### config.mk
export PLATFORM = sky130hd
export DESIGN_NAME = reconfig_topology_sequencer
export DESIGN_NICKNAME = d
export VERILOG_FILES = /design/src/rtl/reconfig_topology_pkg.sv /design/src/rtl/reconfig_step_ctr.sv /design/src/rtl/reconfig_topology_sequencer.sv
export SDC_FILE = /design/constraint.sdc
export NUM_CORES = 1
export LEC_CHECK = 0
export BUFFER_PORTS_ARGS = -buffer_cell sky130_fd_sc_hd__buf_2
export CAP_MARGIN = 20
export CELL_PAD_IN_SITES_DETAIL_PLACEMENT = 0
export CELL_PAD_IN_SITES_GLOBAL_PLACEMENT = 1
export CORE_AREA = 4 4 92 94
export CTS_BUF_LIST = sky130_fd_sc_hd__clkbuf_8
export CTS_CLUSTER_SIZE = 14
export DETAILED_ROUTE_END_ITERATION = 10
export DIE_AREA = 0 0 96 98
export HOLD_SLACK_MARGIN = 0.05
export PLACE_DENSITY = 0.86
export SYNTH_ARGS = -nofsm -noshare
export SYNTH_HDL_FRONTEND = slang
export SYNTH_SLANG_ARGS = --single-unit
export TNS_END_PERCENT = 1
### constraint.sdc
create_clock -name clk -period 2.9 [get_ports clk]
set_input_delay 0.29 -clock clk [delete_from_list [all_inputs] [get_ports clk]]
set_output_delay 0.29 -clock clk [all_outputs]
set_load 0.01 [all_outputs]
### src/rtl/reconfig_topology_pkg.sv
// Shared types and helpers for the reconfigurable-topology job sequencer.
// Holds the FSM state enum, topology step codes and the step->{s0,s1} map.
package reconfig_topology_pkg;

    localparam int DW_DEF    = 8;
    localparam int SUM_W_DEF = 11;

    typedef enum logic {
        IDLE = 1'b0,
        RUN  = 1'b1
    } state_t;

    localparam logic [1:0] TOPO_A1   = 2'd0;
    localparam logic [1:0] TOPO_A2   = 2'd1;
    localparam logic [1:0] TOPO_A3   = 2'd2;
    localparam logic [1:0] TOPO_ZERO = 2'd3;

    // Returns {s0, s1} for a step code.
    function automatic logic [1:0] topo_sel(input logic [1:0] step);
        logic [1:0] sel;
        unique case (step)
            TOPO_A1:   sel = 2'b00;
            TOPO_A2:   sel = 2'b01;
            TOPO_A3:   sel = 2'b10;
            TOPO_ZERO: sel = 2'b11;
            default:   sel = 2'b00;
        endcase
        return sel;
    endfunction

endpackage

### src/rtl/reconfig_step_ctr.sv
// Step register for the sequencer: latches the job's step-enable mask and
// walks the enabled steps. Ports: load_i/mask_i start a job at the first
// enabled step, adv_i moves to the next one, last_o flags the final step.
module reconfig_step_ctr
    import reconfig_topology_pkg::*;
(
    input  logic       clk,
    input  logic       rst_n,
    input  logic       load_i,
    input  logic [3:0] mask_i,
    input  logic       adv_i,
    output logic [1:0] step_o,
    output logic       last_o
);

    logic [3:0] mask_q, mask_d;
    logic [1:0] step_q, step_d;
    logic [3:0] mask_eff;
    logic [1:0] first_step;
    logic [1:0] next_step;
    logic       more_above;

    // An empty mask would give a job with no beats; run every step instead.
    assign mask_eff = (mask_i == 4'b0000) ? 4'b1111 : mask_i;

    always_comb begin
        first_step = 2'd0;
        for (int i = 3; i >= 0; i--) begin
            if (mask_eff[i]) first_step = 2'(i);
        end
    end

    // Lowest enabled step strictly above the current one.
    always_comb begin
        next_step  = step_q;
        more_above = 1'b0;
        for (int i = 3; i >= 0; i--) begin
            if (mask_q[i] && (i > int'(step_q))) begin
                next_step  = 2'(i);
                more_above = 1'b1;
            end
        end
    end

    always_comb begin
        mask_d = mask_q;
        step_d = step_q;
        if (load_i) begin
            mask_d = mask_eff;
            step_d = first_step;
        end else if (adv_i) begin
            step_d = next_step;
        end
    end

    always_ff @(posedge clk or negedge rst_n) begin
        if (!rst_n) begin
            mask_q <= 4'b1111;
            step_q <= 2'd0;
        end else begin
            mask_q <= mask_d;
            step_q <= step_d;
        end
    end

    assign step_o = step_q;
    assign last_o = !more_above;

endmodule

### src/rtl/reconfig_topology_sequencer.sv
// Job sequencer for the multi-topology adder y = b + {a1|a2|a3|0}: accepts
// one job per in_valid/in_ready handshake, holds operands on dp_*, steps
// dp_s0/dp_s1 through the topologies and streams each dp_y out with a
// running sum (out_valid/out_ready, out_data/out_idx/out_last/out_sum).
// Optional RECONFIG_SEQ_CFG_MASK_EN adds cfg_mask to skip steps per job.
module reconfig_topology_sequencer
    import reconfig_topology_pkg::*;
#(
    parameter int DW    = DW_DEF,
    parameter int SUM_W = SUM_W_DEF
) (
    input  logic             clk,
    input  logic             rst_n,
    input  logic             in_valid,
    output logic             in_ready,
    input  logic [DW-1:0]    in_a1,
    input  logic [DW-1:0]    in_a2,
    input  logic [DW-1:0]    in_a3,
    input  logic [DW-1:0]    in_b,
`ifdef RECONFIG_SEQ_CFG_MASK_EN
    input  logic [3:0]       cfg_mask,
`endif
    output logic [DW-1:0]    dp_a1,
    output logic [DW-1:0]    dp_a2,
    output logic [DW-1:0]    dp_a3,
    output logic [DW-1:0]    dp_b,
    output logic             dp_s0,
    output logic             dp_s1,
    input  logic [DW:0]      dp_y,
    output logic             out_valid,
    input  logic             out_ready,
    output logic [DW:0]      out_data,
    output logic [1:0]       out_idx,
    output logic             out_last,
    output logic [SUM_W-1:0] out_sum
);

    state_t           state_q, state_d;
    logic [DW-1:0]    a1_q, a2_q, a3_q, b_q;
    logic [SUM_W-1:0] sum_q;
    logic             ovalid_q;
    logic [DW:0]      odata_q;
    logic [1:0]       oidx_q;
    logic             olast_q;
    logic [SUM_W-1:0] osum_q;

    logic             accept;
    logic             capture;
    logic [1:0]       step;
    logic             step_last;
    logic [3:0]       job_mask;
    logic [1:0]       sel;
    logic [SUM_W-1:0] sum_next;

`ifdef RECONFIG_SEQ_CFG_MASK_EN
    assign job_mask = cfg_mask;
`else
    assign job_mask = 4'b1111;
`endif

    assign in_ready = (state_q == IDLE);
    assign accept   = in_valid && in_ready;
    // A stalled beat blocks the next capture, even for a freshly accepted job.
    assign capture  = (state_q == RUN) && (!ovalid_q || out_ready);
    assign sum_next = sum_q + SUM_W'(dp_y);

    reconfig_step_ctr u_step (
        .clk    (clk),
        .rst_n  (rst_n),
        .load_i (accept),
        .mask_i (job_mask),
        .adv_i  (capture),
        .step_o (step),
        .last_o (step_last)
    );

    always_comb begin
        state_d = state_q;
        sel     = 2'b00;
        unique case (state_q)
            IDLE: begin
                if (accept) state_d = RUN;
            end
            RUN: begin
                sel = topo_sel(step);
                if (capture && step_last) state_d = IDLE;
            end
            default: state_d = IDLE;
        endcase
    end

    always_ff @(posedge clk or negedge rst_n) begin
        if (!rst_n) begin
            state_q <= IDLE;
            a1_q    <= '0;
            a2_q    <= '0;
            a3_q    <= '0;
            b_q     <= '0;
            sum_q   <= '0;
        end else begin
            state_q <= state_d;
            if (accept) begin
                a1_q  <= in_a1;
                a2_q  <= in_a2;
                a3_q  <= in_a3;
                b_q   <= in_b;
                sum_q <= '0;
            end else if (capture) begin
                sum_q <= sum_next;
            end
        end
    end

    always_ff @(posedge clk or negedge rst_n) begin
        if (!rst_n) begin
            ovalid_q <= 1'b0;
            odata_q  <= '0;
            oidx_q   <= '0;
            olast_q  <= 1'b0;
            osum_q   <= '0;
        end else if (capture) begin
            ovalid_q <= 1'b1;
            odata_q  <= dp_y;
            oidx_q   <= step;
            olast_q  <= step_last;
            osum_q   <= sum_next;
        end else if (out_ready) begin
            ovalid_q <= 1'b0;
        end
    end

    assign dp_a1     = a1_q;
    assign dp_a2     = a2_q;
    assign dp_a3     = a3_q;
    assign dp_b      = b_q;
    assign dp_s0     = sel[1];
    assign dp_s1     = sel[0];
    assign out_valid = ovalid_q;
    assign out_data  = odata_q;
    assign out_idx   = oidx_q;
    assign out_last  = olast_q;
    assign out_sum   = osum_q;

endmodule
# Yosys cells after proc, flatten, opt, wreduce, memory -nomap -nowiden
# Cells that the tools add are included.
# W data, S select, Z words.
word_totals:
  register_bits: 70
  elab_cells: 48
classes:
  addsub: 1
  order_cmp: 3
  eq_ne: 3
  n_mux: 17
  n_bitwise: 1
  n_reduce_logical: 11
ops:
  columns: ["operator", "n"]
  rows:
  - ["$mux W11", 2]
  - ["$mux W2", 6]
  - ["$add A11 B9 Y11", 1]
  - ["$pmux W2 S4", 1]
  - ["$mux W1", 7]
  - ["$eq A2 B2 Y1 const B", 2]
  - ["$gt A2 B2 Y1 const A", 2]
  - ["$reduce_bool A2 Y1", 2]
  - ["$reduce_bool A4 Y1", 1]
  - ["$logic_and A1 B1 Y1", 3]
  - ["$eq A2 B1 Y1 const B", 1]
  - ["$gt A1 B2 Y1 const A", 1]
  - ["$logic_not A1 Y1", 2]
  - ["$logic_not A2 Y1", 1]
  - ["$pmux W1 S2", 1]
  - ["$reduce_and A2 Y1", 1]
  - ["$logic_or A1 B1 Y1", 1]
  - ["$not A1 Y1", 1]

# Logic depth before layout (Yosys ltp)
depth:
  word_depth: 8
  ltp_mapped: 8

# Hierarchy
# Synthesis repeated with hierarchy kept, for this count alone.
hier_totals:
  cells_unflattened: 295
  area_unflattened_um2: 3286.9
modules_own_cells:
  columns: ["module", "instances", "cells_per_inst", "area_per_inst_um2", "seq_area_each_um2"]
  rows:
  - ["reconfig_topology_sequencer", 1, 259, 2972.9, 1701.6]
  - ["reconfig_step_ctr", 1, 36, 314.1, 128.9]

# Worst setup path before layout
# OpenSTA, ideal clock, no wires.
synth_timing:
  path_kind: "reg2reg"
  start: "reg sum_q[0]"
  end: "reg sum_q[10]"
  arrival_ns: 1.717
  required_time_ns: 2.771
  slack_ns: 1.054
  path_stages_with_launch: 9
  path_cell_list: "dfrtp_1 > ha_1 > inv_1 > fa_1 > nand2b_1 > a21oi_1 > a21oi_1 > o211ai_1 > o31ai_1"
synth_between:
  elab_chain_len: 3
synth_lines:
  columns: ["element", "line_no", "rtl"]
  rows:
  - ["start: declaration", "reconfig_topology_sequencer.sv:40", "logic [SUM_W-1:0] sum_q;"]
  - ["start signal: assignment", "reconfig_topology_sequencer.sv:109", "sum_q <= sum_next;"]
  - ["$add A11 B9 Y11", "reconfig_topology_sequencer.sv:65", "assign sum_next = sum_q + SUM_W'(dp_y);"]
  - ["$mux W11", "reconfig_topology_sequencer.sv:108", "end else if (capture) begin"]
  - ["$mux W11", "reconfig_topology_sequencer.sv:102", "if (accept) begin"]
# Every way passes these cells. The select of a mux whose other input is x is not followed.
# A chain may end at the register's enable or synchronous reset.

# Worst setup path after layout
# Same ends and word-level chain as after synthesis.

==> qor.csv <==
stage;metric;value;unit
clock_tree;postCtsHoldBufs;0;
synthesis;ys_seq_elements;70;
drt;drtIter0Drc;97;
critical_path;critPathSlowestCell;fa_1;
synthesis;yosysUniqueCellTypes;36;
final_layout;nets;501;
pwr;peakVddDrop;504;uV
synthesis;synth-compound-area-share;0.0815;
pwr;power_density;1100;nW/um^2
critical_path;critPathKind;register to register;
global_route;grt_antenna_before_repair;0;
final_layout;area_delta_synth_final;24.6;%
floorplan;dieArea;9410;sq um
floorplan;initial_core_util;0.403;
timing;fin_tns_setup;0;ps
run_status;status;complete, no violations;
timing;worst_pin_slew;873;ps
drt;viasPerCell;4.68;
final_layout;nFillCells;763;
final_layout;final_common_cell;nand2_1;
placement;dp_hpwl;5200;um
clock_tree;numCtsBuffers;9;
critical_path;reg2regPathDepth;8;
synthesis;yosys.area_share.simple;0.252;
critical_path;r2r-start;sum_q[0];
timing;worst_slack;703;ps
final_layout;utilization;0.502;
clock_tree;cts.sinks;70;
critical_path;worstPathArrival;2380;ps
timing;slew_headroom;0.418;
clock_tree;postCtsSetupBuffers;0;
timing;min_period;2200;ps
synthesis;synth_nets;397;
critical_path;crit_chain;ha_1 -> inv_1 -> fa_1 -> nand2b_1 -> a21oi_1 -> a21oi_1 -> o211ai_1 -> o31ai_1;
drt;route.detailed.drc;0;
synthesis;synth_top_family_by_area;simple AND/OR/NAND/NOR gates;
global_route;grt-ovfl-total;0;
drt;wl_per_cell;13.0;um
clock_tree;tritoncts;yes;
placement;dp_slack;681;ps
synthesis;avgSynthCellArea;9.02;sq um
timing;hold_viol;0;
synthesis;synthAdderAreaFrac;0.0430;
timing;clock.fmax;455;MHz
final_layout;num_antenna_cells;0;
synthesis;synth_edf_count;0;
timing;finalCritPeriodShare;0.758;
synthesis;synthCells;342;
synthesis;synth_mux_area_frac;0.00649;
flow_run;cap_violations;0;
clock_tree;clk_latency;330;ps
critical_path;cp_common_cell;a21oi_1;
placement;numPortBuffers;103;
critical_path;max_stage_delay;380;ps
clock_tree;clk_pin_slew;70;ps
timing;setup_viol;0;
critical_path;start_kind;register;
drt;drt-total-wl;7160;um
synthesis;synth-async-reset-ratio;1.00;
floorplan;die_w;96;um
synthesis;synth.yosys.seq_area_share;0.568;
floorplan;core-area;7650;sq um
synthesis;synth_area;3080;sq um
timing;slew_violations;0;
clock_tree;ctsLongestPathBuffers;2;
drt;dr.pass1.iters;4;
pwr;p_leak;2.18;nW
clock_tree;htreeDepth;3;
drt;via_count;2578;
final_layout;drive_above_1_share;0.276;
final_layout;fin_area;3840;sq um
drt;ant_nets;0;
floorplan;fp-row-count;32;
synthesis;yosys_warnings;0;
clock_tree;cts_root_buf;clkbuf_8;
critical_path;cp.required;3080;ps
floorplan;die_h;98;um
placement;place_congestion;0.845;
synthesis;synth_xor_area_frac;0.0170;
global_route;grt_pass1_wl;12200;um
timing;rsz0062_at_grt;false;
global_route;grt_max_degree;71;
timing;clock_skew;4.88;ps
critical_path;path_buf_inv;1;
critical_path;critPathCaptureType;register;
clock_tree;cts_resized;0;
floorplan;ios;104;
global_route;grt_pass1_vias;2636;
global_route;grt.total_usage;0.164;
synthesis;ys.flop_type;dfrtp_1;
worst_hold_path;worstHoldPathType;primary input to asynchronous set/reset pin;
critical_path;critical_path.top_delay_family;compound AO/OA/AOI/OAI gates;
critical_path;timing.rr.end;sum_q[10];
critical_path;rrSetupSlack;700;ps
final_layout;final_cell_mix;nand2_1 (170), buf_2 (102), dfrtp_1 (70), o21ai_0 (12), a21oi_1 (12);
timing;hold_slack;57.2;ps
critical_path;cp_max_fo;4;
placement;place_area;3690;sq um
## per-stage QoR
| step | power, mW | cells |
|---|---|---|
| finish | 4.23 | 551 |
| global route | 4.64 | 551 |
| CTS | 4.32 | 551 |
| detailed placement | 3.65 | 537 |
| global placement | 3.59 | 537 |
| floorplan | 2.93 | 342 |
## worst reg2reg max path, stage by stage, from the launching register on
cell and delay, ps:
dfrtp_1 360, ha_1 200, inv_1 70, fa_1 380, nand2b_1 180, a21oi_1 370
a21oi_1 190, o211ai_1 200, o31ai_1 100
## state kept, by name (all words and copies together), names as in the netlist
signal and cells:
out_last 1, dp_a1 8, out_data 9, dp_a3 8, dp_b 8, state_q 1, out_sum 11, out_valid 1
sum_q 11, out_idx 2, dp_a2 8, u_step.step_o 2
## synth_stat cells, types with 2 or more instances
| library cell | count | area, sq um |
|---|---|---|
| nand2b_1 | 2 | 12.5 |
| o211ai_1 | 2 | 15.0 |
| xor2_1 | 4 | 35.0 |
| buf_2 | 4 | 20.0 |
| nor2_1 | 8 | 30.0 |
| and3_1 | 4 | 25.0 |
| dfrtp_1 | 70 | 1750 |
| a21oi_1 | 12 | 60.1 |
| a211oi_1 | 2 | 15.0 |
| o21ai_0 | 12 | 60.1 |
| xnor2_1 | 2 | 17.5 |
| mux2i_1 | 2 | 20.0 |
| ha_1 | 9 | 113 |
| clkbuf_1 | 8 | 30.0 |
| nand2_1 | 170 | 638 |
| nand3_1 | 3 | 15.0 |
| and2_1 | 4 | 25.0 |
| inv_1 | 6 | 22.5 |
## logic make-up (layout without fill, tap and decap cells)
group	after synthesis	after routing
compound gates	39	39
simple gates	195	195
xor+xnor	6	6
buf+inv	20	127
fa+ha+maj	10	10
mux	2	2
flops	70	70
## routing by layer
| metal | vias up | share of wire | global-route usage |
|---|---|---|---|
| met4 | 0 | 0.017 | 0.0777 |
| li1 | 1303 | - | - |
| met1 | 1194 | 0.43 | 0.201 |
| met3 | 11 | 0.051 | 0.0293 |
| met2 | 70 | 0.50 | 0.275 |
| met5 | - | 0 | 0 |
## where the power goes
part	internal, mW	total, mW	switching (mW)
Combinational	0.752	1.88	1.13
Clock	0.315	0.645	0.330
Sequential	1.44	1.71	0.262
Total	2.51	4.23	1.72
## layout make-up
cell class              count  area, sq um  area share
flip-flops and latches     70         1750       0.456
clock buffers              10          138      0.0358
multi-input cells         252         1240       0.322
clock inverters             4         17.5     0.00456
repair buffers            107          548       0.143
inverters                   6         22.5     0.00586
well taps                 102          128      0.0332
## worst max-delay path by stage
| stage | start | cells after the start | slack [ps] | end |
|---|---|---|---|---|
| after global routing | sum_q[0] | 8 | 580 | out_sum[10] |
| final | sum_q[0] | 8 | 700 | sum_q[10] |
| after floorplan | sum_q[0] | 8 | 1050 | sum_q[10] |
| after detailed placement | dp_y[0] | 9 | 680 | sum_q[10] |
| after global placement | dp_y[0] | 9 | 740 | sum_q[10] |
| after CTS | sum_q[0] | 8 | 710 | sum_q[10] |
(Power assumes the default switching activity.)
